$ cat config.mk
export PLATFORM = sky130hd
export DESIGN_NAME = if_id_stage
export DESIGN_NICKNAME = d
export VERILOG_FILES = /design/src/rtl/if_id_stage.sv
export SDC_FILE = /design/constraint.sdc
export NUM_CORES = 1
export LEC_CHECK = 0
export BUFFER_PORTS_ARGS = -buffer_cell sky130_fd_sc_hd__clkbuf_2
export CORE_MARGIN = 8
export CORE_UTILIZATION = 35
export DETAILED_ROUTE_END_ITERATION = 6
export GPL_TIMING_DRIVEN = 0
export PLACE_DENSITY = 0.67
export SYNTH_ARGS = -nofsm -noshare
export SYNTH_HDL_FRONTEND = slang
export SYNTH_SLANG_ARGS = --single-unit
$ cat constraint.sdc
create_clock -name CLK -period 6.3 [get_ports CLK]
set_clock_uncertainty 0.2 [all_clocks]
set_input_delay 1.26 -clock CLK [delete_from_list [all_inputs] [get_ports CLK]]
set_output_delay 1.26 -clock CLK [all_outputs]
set_load 0.1 [all_outputs]
$ cat src/rtl/if_id_stage.sv
// if_id_stage: IF/ID pipeline register that holds control transfers for the PC stall
// and inserts one NOP bubble while the PC redirects.
module if_id_stage #(
    parameter logic [31:0] NOP_INSTR = 32'h0000_0013,
    parameter logic [31:0] RESET_PC  = 32'h0000_0000
) (
    input  logic        CLK,
    input  logic        RESET,
    input  logic [31:0] IP,
    input  logic [31:0] PC_def,
    input  logic [31:0] imem_rdata,
    input  logic        b_taken,
    input  logic        id_stall,
    output logic [31:0] id_instr,
    output logic [31:0] id_pc,
    output logic [31:0] id_pc4,
    output logic        id_valid,
    output logic [6:0]  OP,
    output logic [31:0] up_amt,
    output logic [11:0] immm
);
    localparam logic [6:0] JAL = 7'b1101111, JALR = 7'b1100111, BR = 7'b1100011;
    typedef enum logic [1:0] {RUN, HOLD, REDIRECT} state_t;
    state_t state, state_n;
    logic [31:0] instr_n, pc_n, pc4_n;
    logic valid_n, jump, ct;
    assign OP = id_instr[6:0];
    assign immm = id_instr[31:20];
    assign jump = OP == JAL || OP == JALR;
    assign ct = jump || OP == BR;
    assign up_amt = OP == JAL ? {{12{id_instr[31]}}, id_instr[19:12], id_instr[20], id_instr[30:21], 1'b0} :
                    OP == BR  ? {{20{id_instr[31]}}, id_instr[7], id_instr[30:25], id_instr[11:8], 1'b0} :
                    32'd0;
    always_comb begin
        state_n = state;
        instr_n = id_instr;
        pc_n = id_pc;
        pc4_n = id_pc4;
        valid_n = id_valid;
        if (!id_stall) begin
            if (state == RUN && ct && id_valid) begin
                state_n = HOLD;
            end else if (state == HOLD && (b_taken || jump)) begin
                // fall-through fetch is dropped; the bubble carries the PC's current IP
                instr_n = NOP_INSTR;
                valid_n = 1'b0;
                pc_n = IP;
                pc4_n = PC_def;
                state_n = REDIRECT;
            end else begin
                instr_n = imem_rdata;
                valid_n = 1'b1;
                pc_n = IP;
                pc4_n = PC_def;
                state_n = RUN;
            end
        end
    end
    always_ff @(posedge CLK or posedge RESET) begin
        if (RESET) begin
            state <= RUN;
            id_instr <= NOP_INSTR;
            id_valid <= 1'b0;
            id_pc <= RESET_PC;
            id_pc4 <= RESET_PC + 32'd4;
        end else begin
            state <= state_n;
            id_instr <= instr_n;
            id_valid <= valid_n;
            id_pc <= pc_n;
            id_pc4 <= pc4_n;
        end
    end
endmodule

==> flow_results.xml, run 1 <==
<?xml version="1.0" encoding="UTF-8"?>
<metrics>
  <group name="run_status">
    <metric name="run_status" unit="">complete, no violations</metric>
  </group>
  <group name="floorplan">
    <metric name="die-height" unit="µm">131</metric>
    <metric name="top_level_ports" unit="">248</metric>
    <metric name="die_outline_area" unit="µm²">17200</metric>
    <metric name="coreArea" unit="µm²">13100</metric>
    <metric name="chipWidth" unit="µm">131</metric>
    <metric name="placementRows" unit="">42</metric>
    <metric name="initial_utilization" unit="">0.354</metric>
  </group>
  <group name="clock_network">
    <metric name="clock-sinks" unit="">99</metric>
    <metric name="post_cts.repair.setup_buffers" unit="">0</metric>
    <metric name="insertion_delay" unit="ps">340</metric>
    <metric name="cts_buffer_count" unit="">9</metric>
    <metric name="tritoncts" unit="">done</metric>
    <metric name="cts_hold_repair.buffers" unit="">0</metric>
    <metric name="clock-root-buffer" unit="">sky130_fd_sc_hd__clkbuf_16</metric>
    <metric name="cts_buffer_depth" unit="">2</metric>
    <metric name="postCtsResizedCells" unit="">0</metric>
    <metric name="clkTransAtPathRegs" unit="ps">70</metric>
    <metric name="cts_htree_levels" unit="">3</metric>
  </group>
  <group name="synth">
    <metric name="ys_dominant_reg_cell" unit="">sky130_fd_sc_hd__dfrtp_1</metric>
    <metric name="synthesis.area" unit="µm²">4630</metric>
    <metric name="post_synth_edffs" unit="">0</metric>
    <metric name="synth_sequential_area_ratio" unit="">0.536</metric>
    <metric name="synthesis.area_per_instance" unit="µm²">13.7</metric>
    <metric name="yosys_warnings" unit="">0</metric>
    <metric name="synth_nets" unit="">438</metric>
    <metric name="synthTopCellsByArea" unit="">sky130_fd_sc_hd__dfrtp_1 (51%), sky130_fd_sc_hd__mux2_4 (16%), sky130_fd_sc_hd__a32o_1 (6.3%), sky130_fd_sc_hd__buf_4 (5.2%), sky130_fd_sc_hd__nor2b_1 (3.9%)</metric>
    <metric name="synth_top_cell_by_area" unit="">sky130_fd_sc_hd__dfrtp_1</metric>
    <metric name="synth-seq-cells" unit="">99</metric>
    <metric name="post_synth_num_cell_types" unit="">32</metric>
    <metric name="async_flop_share" unit="">1.00</metric>
    <metric name="synth_largest_type_area_fraction" unit="">0.514</metric>
    <metric name="yosys.cell_count.top_type" unit="">sky130_fd_sc_hd__dfrtp_1</metric>
    <metric name="synth.cells.most_frequent" unit="">sky130_fd_sc_hd__dfrtp_1 (95), sky130_fd_sc_hd__mux2_4 (50), sky130_fd_sc_hd__buf_4 (32)</metric>
    <metric name="syn_inst" unit="">338</metric>
  </group>
  <group name="place">
    <metric name="detailedPlacementHpwl" unit="µm">10800</metric>
    <metric name="numPlacedInstances" unit="">760</metric>
    <metric name="port_buffers" unit="">245</metric>
    <metric name="gp_congestion" unit="">0.830</metric>
  </group>
  <group name="critical_path">
    <metric name="cp_data_arrival_time" unit="ps">2630</metric>
    <metric name="timing.critical_path.required" unit="ps">4840</metric>
    <metric name="setup.worst_path.class" unit="">flip-flop to output pin</metric>
    <metric name="critical_path_fanouts_max" unit="">12</metric>
    <metric name="setup.worst_path.end_class" unit="">output pin</metric>
    <metric name="reg2reg_depth" unit="">5</metric>
    <metric name="setup.worst_path.start_class" unit="">flip-flop</metric>
  </group>
  <group name="routing">
    <metric name="drc" unit="">0</metric>
    <metric name="vias" unit="">3596</metric>
    <metric name="drt-vias-per-instance" unit="">4.63</metric>
    <metric name="wl_per_cell" unit="µm">17.5</metric>
    <metric name="drt_pre_antenna_iters" unit="">4</metric>
    <metric name="drt_iter0_drc" unit="">136</metric>
    <metric name="ant_nets" unit="">0</metric>
    <metric name="postRouteWirelength" unit="µm">13600</metric>
  </group>
  <group name="sta">
    <metric name="fin_crit_sh" unit="">0.648</metric>
    <metric name="fmax" unit="MHz">245</metric>
    <metric name="post-route-min-period" unit="ps">4090</metric>
    <metric name="final-setup-viol-count" unit="">0</metric>
    <metric name="finalHoldViolations" unit="">0</metric>
    <metric name="finalSetupTns" unit="ps">0</metric>
    <metric name="holdWs" unit="ps">290</metric>
    <metric name="report.final.slew_viol_count" unit="">0</metric>
    <metric name="max-slew-margin-rel" unit="">0.572</metric>
    <metric name="timing_worst_slew_pin_value" unit="ps">640</metric>
    <metric name="grt_setup_unrepaired" unit="">false</metric>
  </group>
  <group name="global_routing">
    <metric name="antenna_found_initial" unit="">2</metric>
    <metric name="globalRouteOverflowTotal" unit="">0</metric>
    <metric name="via_count_of_the_first_global_routing_pass" unit="">3925</metric>
    <metric name="gr-usage-all-layers" unit="">0.155</metric>
    <metric name="grt.met2_usage" unit="">0.250</metric>
    <metric name="grt_pass1_wl" unit="µm">20600</metric>
    <metric name="grt_util_met1" unit="">0.188</metric>
    <metric name="grt_util_met3" unit="">0.0475</metric>
    <metric name="pin_count_of_the_biggest_net_entering_global_routing" unit="">52</metric>
    <metric name="grt_busiest_layer" unit="">met2</metric>
  </group>
  <group name="min_path">
    <metric name="min-delay-path-class" unit="">flip-flop to flip-flop</metric>
    <metric name="min_delay_path_depth" unit="">2</metric>
  </group>
  <group name="flow_run">
    <metric name="cap_viol_max_count" unit="">0</metric>
  </group>
  <group name="finish">
    <metric name="final_cell_count_no_fill" unit="">776</metric>
    <metric name="antenna_cells" unit="">0</metric>
    <metric name="layout-area-overhead-vs-synth" unit="%">39.0</metric>
    <metric name="design.final.nets" unit="">695</metric>
    <metric name="num-fill-cells" unit="">1178</metric>
    <metric name="layout-drive-gt1-share" unit="">0.632</metric>
  </group>
  <group name="power">
    <metric name="cellPowerDensity" unit="nW/µm²">354</metric>
    <metric name="total_leakage_power" unit="nW">3.36</metric>
    <metric name="peakVddDrop" unit="V">0.000220</metric>
  </group>
</metrics>
-- path summary, 6_finish.rpt --
kind                       slack (ps)           to   startpoint
setup / recovery                 2210   up_amt[23]  id_instr[2]
hold / removal                    290  id_instr[4]  id_instr[4]
setup reg to reg                 3920    id_pc[10]  id_instr[4]
hold reg to reg                   290  id_instr[4]  id_instr[4]
max in group asynchronous        4370    id_pc4[2]        RESET
min in group asynchronous         810   id_pc4[24]        RESET
-- per-stage QoR --
step           power (mW)  cell area, µm²  worst slack [ps]  utilization
2_1_floorplan        1.53            4630              1630            -
3_3_place_gp         1.68            6070              1170        0.464
3_5_place_dp         1.69            6100              2540        0.467
4_1_cts              2.30            6430              2160        0.491
5_1_grt              2.36            6430              2050        0.491
6_report             2.28            6430              2210        0.491
-- power by group --
| part | total (mW) | switching [mW] | leakage (nW) | internal, mW |
|---|---|---|---|---|
| Combinational | 0.916 | 0.732 | 2.02 | 0.184 |
| Sequential | 0.759 | 0.0544 | 1.17 | 0.705 |
| Clock | 0.600 | 0.246 | 0.159 | 0.354 |
| Total | 2.28 | 1.03 | 3.36 | 1.24 |
-- flip-flops by register name, summed over array words and instances, names as in the netlist --
name and flops:
id_instr 32, id_pc 32, id_pc4 32, id_valid 1, state 2
-- cell type report --
cell class	count	area (µm²)	share of cell area
plain buffers	54	378	0.0588
flip-flops and latches	99	2480	0.386
well taps	176	220	0.0342
multi-input cells	179	1750	0.271
clock inverters	6	97.6	0.0152
repair buffers	246	1250	0.195
clock buffers	10	229	0.0356
inverters	6	25.0	0.00389
-- layer usage --
layer  vias up  share of wire
met2       177           0.47
met1      1708           0.41
met5         -         0.0017
met3        19           0.10
li1       1688              -
met4         4          0.018
-- critical path, stage by stage, from the launching register on --
cell                       delay, ps
sky130_fd_sc_hd__dfrtp_1         450
sky130_fd_sc_hd__nor2_1          470
sky130_fd_sc_hd__o211a_1         330
sky130_fd_sc_hd__and2_1          400
sky130_fd_sc_hd__buf_4           180
sky130_fd_sc_hd__clkbuf_2        450
-- logic make-up after synthesis --
kind of cell    count (synthesis)  share of synthesized area
mux                            64                      0.196
flops                          99                      0.536
buf+inv                        60                     0.0865
compound gates                 52                      0.102
other cells                     1                   0.000810
simple gates                   62                     0.0776
-- cell usage in the layout, fill, tap and decap left out, types with 2 or more instances in the layout --
master	Yosys	routed
sky130_fd_sc_hd__clkbuf_2	0	245
sky130_fd_sc_hd__dfrtp_1	95	95
sky130_fd_sc_hd__mux2_4	50	50
sky130_fd_sc_hd__buf_4	32	32
sky130_fd_sc_hd__nor2b_1	29	29
sky130_fd_sc_hd__a32o_1	29	29
sky130_fd_sc_hd__mux2_2	13	13
sky130_fd_sc_hd__nand2_1	10	10
sky130_fd_sc_hd__clkbuf_1	8	9
sky130_fd_sc_hd__nor2_1	9	9
sky130_fd_sc_hd__clkbuf_16	0	9
sky130_fd_sc_hd__buf_2	8	8
sky130_fd_sc_hd__a21oi_1	8	8
sky130_fd_sc_hd__and2_1	7	7
sky130_fd_sc_hd__buf_6	6	6
sky130_fd_sc_hd__inv_1	6	5
sky130_fd_sc_hd__a22oi_1	5	5
sky130_fd_sc_hd__a32oi_1	4	4
sky130_fd_sc_hd__dfstp_2	4	4
sky130_fd_sc_hd__bufinv_16	0	2
sky130_fd_sc_hd__clkinv_4	0	2
No activity file was read; power rests on OpenSTA's default activity.
==> run 2: changes to the inputs <==
--- a/config.mk
+++ b/config.mk
@@ -10,7 +10,7 @@
 export CORE_UTILIZATION = 35
 export DETAILED_ROUTE_END_ITERATION = 6
 export GPL_TIMING_DRIVEN = 0
-export PLACE_DENSITY = 0.67
+export PLACE_DENSITY = 0.7
 export SYNTH_ARGS = -nofsm -noshare
 export SYNTH_HDL_FRONTEND = slang
 export SYNTH_SLANG_ARGS = --single-unit
==> constraint.sdc (replaced) <==
create_clock -name CLK -period 3.7 [get_ports CLK]
set_clock_uncertainty 0.2 [all_clocks]
set_input_delay 0.74 -clock CLK [delete_from_list [all_inputs] [get_ports CLK]]
set_output_delay 0.74 -clock CLK [all_outputs]
set_load 0.1 [all_outputs]
==> flow_results.xml, run 2 (same netlist as run 1, synthesis figures left out) <==
<?xml version="1.0" encoding="UTF-8"?>
<metrics>
  <group name="floorplan">
    <metric name="placementRows" unit="">42</metric>
    <metric name="die_outline_area" unit="µm²">17200</metric>
    <metric name="coreArea" unit="µm²">13100</metric>
    <metric name="top_level_ports" unit="">248</metric>
    <metric name="die-height" unit="µm">131</metric>
    <metric name="initial_utilization" unit="">0.354</metric>
    <metric name="chipWidth" unit="µm">131</metric>
  </group>
  <group name="critical_path">
    <metric name="cp_data_arrival_time" unit="ps">2500</metric>
    <metric name="timing.critical_path.required" unit="ps">2760</metric>
    <metric name="setup.worst_path.start_class" unit="">flip-flop</metric>
    <metric name="setup.worst_path.end_class" unit="">output pin</metric>
    <metric name="setup.worst_path.class" unit="">flip-flop to output pin</metric>
    <metric name="critical_path_fanouts_max" unit="">12</metric>
  </group>
  <group name="sta">
    <metric name="final-setup-viol-count" unit="">0</metric>
    <metric name="timing_worst_slew_pin_value" unit="ps">666</metric>
    <metric name="post-route-min-period" unit="ps">3440</metric>
    <metric name="fin_crit_sh" unit="">0.930</metric>
    <metric name="grt_setup_unrepaired" unit="">false</metric>
    <metric name="finalSetupTns" unit="ps">0</metric>
    <metric name="report.final.slew_viol_count" unit="">0</metric>
    <metric name="finalHoldViolations" unit="">0</metric>
    <metric name="fmax" unit="MHz">291</metric>
    <metric name="max-slew-margin-rel" unit="">0.556</metric>
    <metric name="holdWs" unit="ps">189</metric>
  </group>
  <group name="clock_network">
    <metric name="tritoncts" unit="">done</metric>
    <metric name="cts_buffer_depth" unit="">2</metric>
    <metric name="post_cts.repair.setup_buffers" unit="">0</metric>
    <metric name="insertion_delay" unit="ps">340</metric>
    <metric name="cts_buffer_count" unit="">9</metric>
    <metric name="clock-root-buffer" unit="">sky130_fd_sc_hd__clkbuf_16</metric>
    <metric name="clock-sinks" unit="">99</metric>
    <metric name="cts_hold_repair.buffers" unit="">0</metric>
    <metric name="postCtsResizedCells" unit="">0</metric>
    <metric name="cts_htree_levels" unit="">3</metric>
    <metric name="clkTransAtPathRegs" unit="ps">70</metric>
  </group>
  <group name="finish">
    <metric name="layout-area-overhead-vs-synth" unit="%">38.3</metric>
    <metric name="area.sequential" unit="µm²">2480</metric>
    <metric name="design_area" unit="µm²">6400</metric>
    <metric name="most_common_cell_after_layout_fill_and_taps_aside" unit="">sky130_fd_sc_hd__clkbuf_2</metric>
    <metric name="largest_registers" unit="">id_instr (32), id_pc4 (32), id_pc (32)</metric>
    <metric name="antenna_cells" unit="">0</metric>
    <metric name="design.final.nets" unit="">695</metric>
    <metric name="layout-drive-gt1-share" unit="">0.632</metric>
    <metric name="multi_input_comb_area" unit="µm²">1750</metric>
    <metric name="num-fill-cells" unit="">1166</metric>
    <metric name="final_cell_count_no_fill" unit="">776</metric>
    <metric name="layout_common_cells" unit="">sky130_fd_sc_hd__clkbuf_2 (245), sky130_fd_sc_hd__dfrtp_1 (95), sky130_fd_sc_hd__mux2_4 (50)</metric>
  </group>
  <group name="global_routing">
    <metric name="grt.met2_usage" unit="">0.255</metric>
    <metric name="gr-usage-all-layers" unit="">0.155</metric>
    <metric name="antenna_found_initial" unit="">3</metric>
    <metric name="grt_busiest_layer" unit="">met2</metric>
    <metric name="grt_util_met1" unit="">0.180</metric>
    <metric name="via_count_of_the_first_global_routing_pass" unit="">3878</metric>
    <metric name="grt_util_met3" unit="">0.0536</metric>
    <metric name="pin_count_of_the_biggest_net_entering_global_routing" unit="">70</metric>
    <metric name="grt_pass1_wl" unit="µm">20500</metric>
    <metric name="globalRouteOverflowTotal" unit="">0</metric>
  </group>
  <group name="routing">
    <metric name="drc" unit="">0</metric>
    <metric name="drt_pre_antenna_iters" unit="">4</metric>
    <metric name="vias" unit="">3691</metric>
    <metric name="drt_iter0_drc" unit="">101</metric>
    <metric name="ant_nets" unit="">0</metric>
    <metric name="postRouteWirelength" unit="µm">13700</metric>
    <metric name="drt-vias-per-instance" unit="">4.76</metric>
    <metric name="wl_per_cell" unit="µm">17.7</metric>
  </group>
  <group name="place">
    <metric name="gp_congestion" unit="">0.826</metric>
    <metric name="numPlacedInstances" unit="">760</metric>
    <metric name="placement.cell_area" unit="µm²">6110</metric>
    <metric name="port_buffers" unit="">245</metric>
    <metric name="detailedPlacementHpwl" unit="µm">10800</metric>
  </group>
  <group name="flow_run">
    <metric name="cap_viol_max_count" unit="">0</metric>
  </group>
  <group name="power">
    <metric name="cellPowerDensity" unit="nW/µm²">592</metric>
    <metric name="peakVddDrop" unit="V">0.000305</metric>
    <metric name="power.total" unit="mW">3.79</metric>
    <metric name="total_leakage_power" unit="nW">3.34</metric>
  </group>
  <group name="min_path">
    <metric name="min-delay-path-class" unit="">primary input to asynchronous set/reset pin</metric>
  </group>
  <group name="run_status">
    <metric name="run_status" unit="">complete, no violations</metric>
  </group>
</metrics>
run 2: cell type report:
| cell class | count | area share |
|---|---|---|
| inverter | 6 | 0.00391 |
| clock inverter | 5 | 0.00958 |
| clock buffer | 11 | 0.0364 |
| timing repair buffer | 246 | 0.196 |
| multi-input combinational | 179 | 0.273 |
| buffer | 54 | 0.0590 |
| sequential | 99 | 0.388 |
| tap | 176 | 0.0344 |
run 2: per-layer routing:
metal  part of all wire  vias up  routed length, µm
met5             0.0025        -                 34
met4              0.019        6                263
met3               0.12       28               1610
met2               0.47      186               6450
met1               0.39     1777               5360
li1                   -     1694                  -
run 2: per-stage QoR:
step / util / worst slack, ps
final: 0.489 / 261
after global routing: 0.489 / 141
after CTS: 0.489 / 238
after detailed placement: 0.467 / 625
after global placement: 0.464 / -906
after floorplan: - / -448
run 2: path summary, 6_finish.rpt:
kind                                     to  slack, ps  cells past startpoint        start
worst max-delay path             up_amt[25]        260                      5  id_instr[2]
worst max register to register     id_pc[8]       1340                      5  id_instr[4]
worst min-delay path             id_pc4[23]        190                      2        RESET
max in group asynchronous         id_pc4[2]       2400                      3        RESET
worst min register to register  id_instr[1]        290                      2  id_instr[1]
min in group CLK                id_instr[1]        290                      2  id_instr[1]
run 2: worst max-delay path: stages (launching register included):
cell and delay, ps:
sky130_fd_sc_hd__dfrtp_1 460, sky130_fd_sc_hd__nor2_1 470, sky130_fd_sc_hd__o211a_1 330, sky130_fd_sc_hd__and2_2 300, sky130_fd_sc_hd__buf_4 150, sky130_fd_sc_hd__clkbuf_2 440
run 2: power breakdown:
group	total, mW	switching [mW]	internal [mW]
clock	0.934	0.406	0.529
combinational	1.56	1.24	0.313
sequential	1.30	0.0959	1.20
total	3.79	1.75	2.04
==> run 3: changes to the inputs <==
--- a/config.mk
+++ b/config.mk
@@ -6,11 +6,12 @@
 export NUM_CORES = 1
 export LEC_CHECK = 0
 export BUFFER_PORTS_ARGS = -buffer_cell sky130_fd_sc_hd__clkbuf_2
+export CORE_ASPECT_RATIO = 0.7
 export CORE_MARGIN = 8
 export CORE_UTILIZATION = 35
 export DETAILED_ROUTE_END_ITERATION = 6
-export GPL_TIMING_DRIVEN = 0
-export PLACE_DENSITY = 0.7
+export GPL_TIMING_DRIVEN = 1
+export PLACE_DENSITY = 0.67
 export SYNTH_ARGS = -nofsm -noshare
 export SYNTH_HDL_FRONTEND = slang
 export SYNTH_SLANG_ARGS = --single-unit
==> constraint.sdc (replaced) <==
create_clock -name CLK -period 3.5 [get_ports CLK]
set_clock_uncertainty 0.2 [all_clocks]
set_input_delay 0.7 -clock CLK [delete_from_list [all_inputs] [get_ports CLK]]
set_output_delay 0.7 -clock CLK [all_outputs]
set_load 0.1 [all_outputs]
==> flow_results.xml, run 3 (same netlist as run 1, synthesis figures left out) <==
<?xml version="1.0" encoding="UTF-8"?>
<metrics>
  <group name="global_routing">
    <metric name="pin_count_of_the_biggest_net_entering_global_routing" unit="">51</metric>
    <metric name="gr-usage-all-layers" unit="">0.155</metric>
    <metric name="antenna_found_initial" unit="">0</metric>
    <metric name="grt_util_met1" unit="">0.189</metric>
    <metric name="grt.met2_usage" unit="">0.244</metric>
    <metric name="grt_pass1_wl" unit="µm">21400</metric>
    <metric name="via_count_of_the_first_global_routing_pass" unit="">3908</metric>
    <metric name="grt_busiest_layer" unit="">met2</metric>
    <metric name="globalRouteOverflowTotal" unit="">0</metric>
    <metric name="grt_util_met3" unit="">0.0722</metric>
  </group>
  <group name="flow_run">
    <metric name="cap_viol_max_count" unit="">0</metric>
  </group>
  <group name="floorplan">
    <metric name="chipWidth" unit="µm">153</metric>
    <metric name="placementRows" unit="">35</metric>
    <metric name="initial_utilization" unit="">0.355</metric>
    <metric name="die_outline_area" unit="µm²">17200</metric>
    <metric name="die-height" unit="µm">112</metric>
    <metric name="top_level_ports" unit="">248</metric>
    <metric name="coreArea" unit="µm²">13100</metric>
  </group>
  <group name="power">
    <metric name="pwr-share-clk" unit="">0.244</metric>
    <metric name="power_frac_comb" unit="">0.410</metric>
    <metric name="p_int" unit="mW">2.08</metric>
    <metric name="peakVddDrop" unit="V">0.000359</metric>
    <metric name="seqPwrFrac" unit="">0.346</metric>
    <metric name="cellPowerDensity" unit="nW/µm²">629</metric>
    <metric name="power.net_switching" unit="mW">1.87</metric>
    <metric name="total_leakage_power" unit="nW">3.19</metric>
    <metric name="netSwitchingFraction" unit="">0.472</metric>
  </group>
  <group name="clock_network">
    <metric name="cts_buffer_count" unit="">9</metric>
    <metric name="tritoncts" unit="">done</metric>
    <metric name="insertion_delay" unit="ps">330</metric>
    <metric name="cts_hold_repair.buffers" unit="">0</metric>
    <metric name="clock-root-buffer" unit="">sky130_fd_sc_hd__clkbuf_16</metric>
    <metric name="post_cts.repair.setup_buffers" unit="">0</metric>
    <metric name="cts_htree_levels" unit="">3</metric>
    <metric name="cts_buffer_depth" unit="">2</metric>
    <metric name="postCtsResizedCells" unit="">0</metric>
    <metric name="clock-sinks" unit="">99</metric>
    <metric name="clkTransAtPathRegs" unit="ps">70</metric>
  </group>
  <group name="critical_path">
    <metric name="timing.critical_path.required" unit="ps">2600</metric>
    <metric name="setup.worst_path.end_class" unit="">output pin</metric>
    <metric name="rr_endpoint" unit="">id_pc[5]</metric>
    <metric name="reg2reg_depth" unit="">4</metric>
    <metric name="setup.worst_path.start_class" unit="">flip-flop</metric>
    <metric name="setup.worst_path.class" unit="">flip-flop to output pin</metric>
    <metric name="critical_path_fanouts_max" unit="">13</metric>
    <metric name="rr_startpoint" unit="">id_instr[4]</metric>
    <metric name="cp_data_arrival_time" unit="ps">2400</metric>
    <metric name="r2r_setup_slack" unit="ps">1080</metric>
  </group>
  <group name="routing">
    <metric name="drt_pre_antenna_iters" unit="">4</metric>
    <metric name="wl_per_cell" unit="µm">19.0</metric>
    <metric name="drt-vias-per-instance" unit="">4.93</metric>
    <metric name="postRouteWirelength" unit="µm">13700</metric>
    <metric name="ant_nets" unit="">0</metric>
    <metric name="drc" unit="">0</metric>
    <metric name="drt_iter0_drc" unit="">178</metric>
    <metric name="vias" unit="">3551</metric>
  </group>
  <group name="finish">
    <metric name="layout_common_cells" unit="">sky130_fd_sc_hd__clkbuf_2 (225), sky130_fd_sc_hd__dfrtp_1 (95), sky130_fd_sc_hd__mux2_4 (50)</metric>
    <metric name="antenna_cells" unit="">0</metric>
    <metric name="design_area" unit="µm²">6280</metric>
    <metric name="most_common_cell_after_layout_fill_and_taps_aside" unit="">sky130_fd_sc_hd__clkbuf_2</metric>
    <metric name="layout-drive-gt1-share" unit="">0.619</metric>
    <metric name="num-fill-cells" unit="">1200</metric>
    <metric name="largest_registers" unit="">id_instr (32), id_pc4 (32), id_pc (32)</metric>
    <metric name="layout-area-overhead-vs-synth" unit="%">35.6</metric>
    <metric name="design.final.nets" unit="">649</metric>
  </group>
  <group name="place">
    <metric name="placement.cell_area" unit="µm²">5990</metric>
    <metric name="gp_congestion" unit="">0.751</metric>
    <metric name="detailedPlacementHpwl" unit="µm">10300</metric>
    <metric name="port_buffers" unit="">246</metric>
    <metric name="detailedPlace.worstSlack" unit="ps">568</metric>
  </group>
  <group name="sta">
    <metric name="max-slew-margin-rel" unit="">0.561</metric>
    <metric name="report.final.slew_viol_count" unit="">0</metric>
    <metric name="finalHoldViolations" unit="">0</metric>
    <metric name="setup_ws" unit="ps">201</metric>
    <metric name="fin_crit_sh" unit="">0.942</metric>
    <metric name="fmax" unit="MHz">303</metric>
    <metric name="final-setup-viol-count" unit="">0</metric>
    <metric name="post-route-min-period" unit="ps">3300</metric>
    <metric name="grt_setup_unrepaired" unit="">false</metric>
    <metric name="timing_worst_slew_pin_value" unit="ps">659</metric>
  </group>
  <group name="min_path">
    <metric name="min-delay-path-class" unit="">primary input to asynchronous set/reset pin</metric>
  </group>
  <group name="run_status">
    <metric name="run_status" unit="">complete, no violations</metric>
  </group>
</metrics>
==> run 3: cell type report <==
type                    instances  area [µm²]  share of cell area
repair buffers                254        1520               0.242
flip-flops and latches         99        2480               0.396
well taps                     166         208              0.0331
multi-input cells             179        1750               0.280
clock buffers                  11         243              0.0387
inverters                       6        25.0             0.00399
clock inverters                 5        45.0             0.00718
==> run 3: worst max-delay path by stage <==
| stage | start | endpoint | slack [ps] | depth (start not counted) |
|---|---|---|---|---|
| after CTS | id_instr[1] | up_amt[27] | 180 | 4 |
| after detailed placement | id_instr[1] | up_amt[27] | 570 | 4 |
| final | id_instr[1] | up_amt[11] | 200 | 4 |
| after global routing | id_instr[1] | up_amt[27] | 90 | 4 |
| after floorplan | id_instr[5] | up_amt[15] | -610 | 5 |
| after global placement | id_instr[1] | up_amt[20] | 640 | 4 |
==> run 3: layer usage <==
layer  part of all wire  vias up
met5                  0        -
met4             0.0099        0
met3               0.12       10
met2               0.45      201
met1               0.42     1748
li1                   -     1592
==> run 3: power groups by stage <==
| stage | sequential [mW] | combinational, mW | clock, mW |
|---|---|---|---|
| 5_1_grt | 1.38 | 1.66 | 1.05 |
| 6_report | 1.36 | 1.62 | 0.964 |
| 3_5_place_dp | 1.38 | 1.63 | 0 |
| 3_3_place_gp | 1.38 | 1.62 | 0 |
| 2_1_floorplan | 2.25 | 0.498 | 0 |
| 4_1_cts | 1.36 | 1.63 | 1.00 |
==> run 3: worst max-delay path, cell delays in order, from the launching register on <==
cell                       delay [ps]
sky130_fd_sc_hd__dfstp_2          570
sky130_fd_sc_hd__and4b_1          340
sky130_fd_sc_hd__nand2_1          420
sky130_fd_sc_hd__nor2_1           240
sky130_fd_sc_hd__clkbuf_2         480
==> run 3: stage by stage <==
step	util	power, mW	std cells	setup TNS, ps	hold WS [ps]
2_1_floorplan	-	2.75	338	-6280	318
3_3_place_gp	0.459	3.00	704	0	268
3_5_place_dp	0.459	3.01	704	0	285
4_1_cts	0.481	4.00	720	0	253
5_1_grt	0.481	4.09	720	0	275
6_report	0.481	3.95	720	0	237
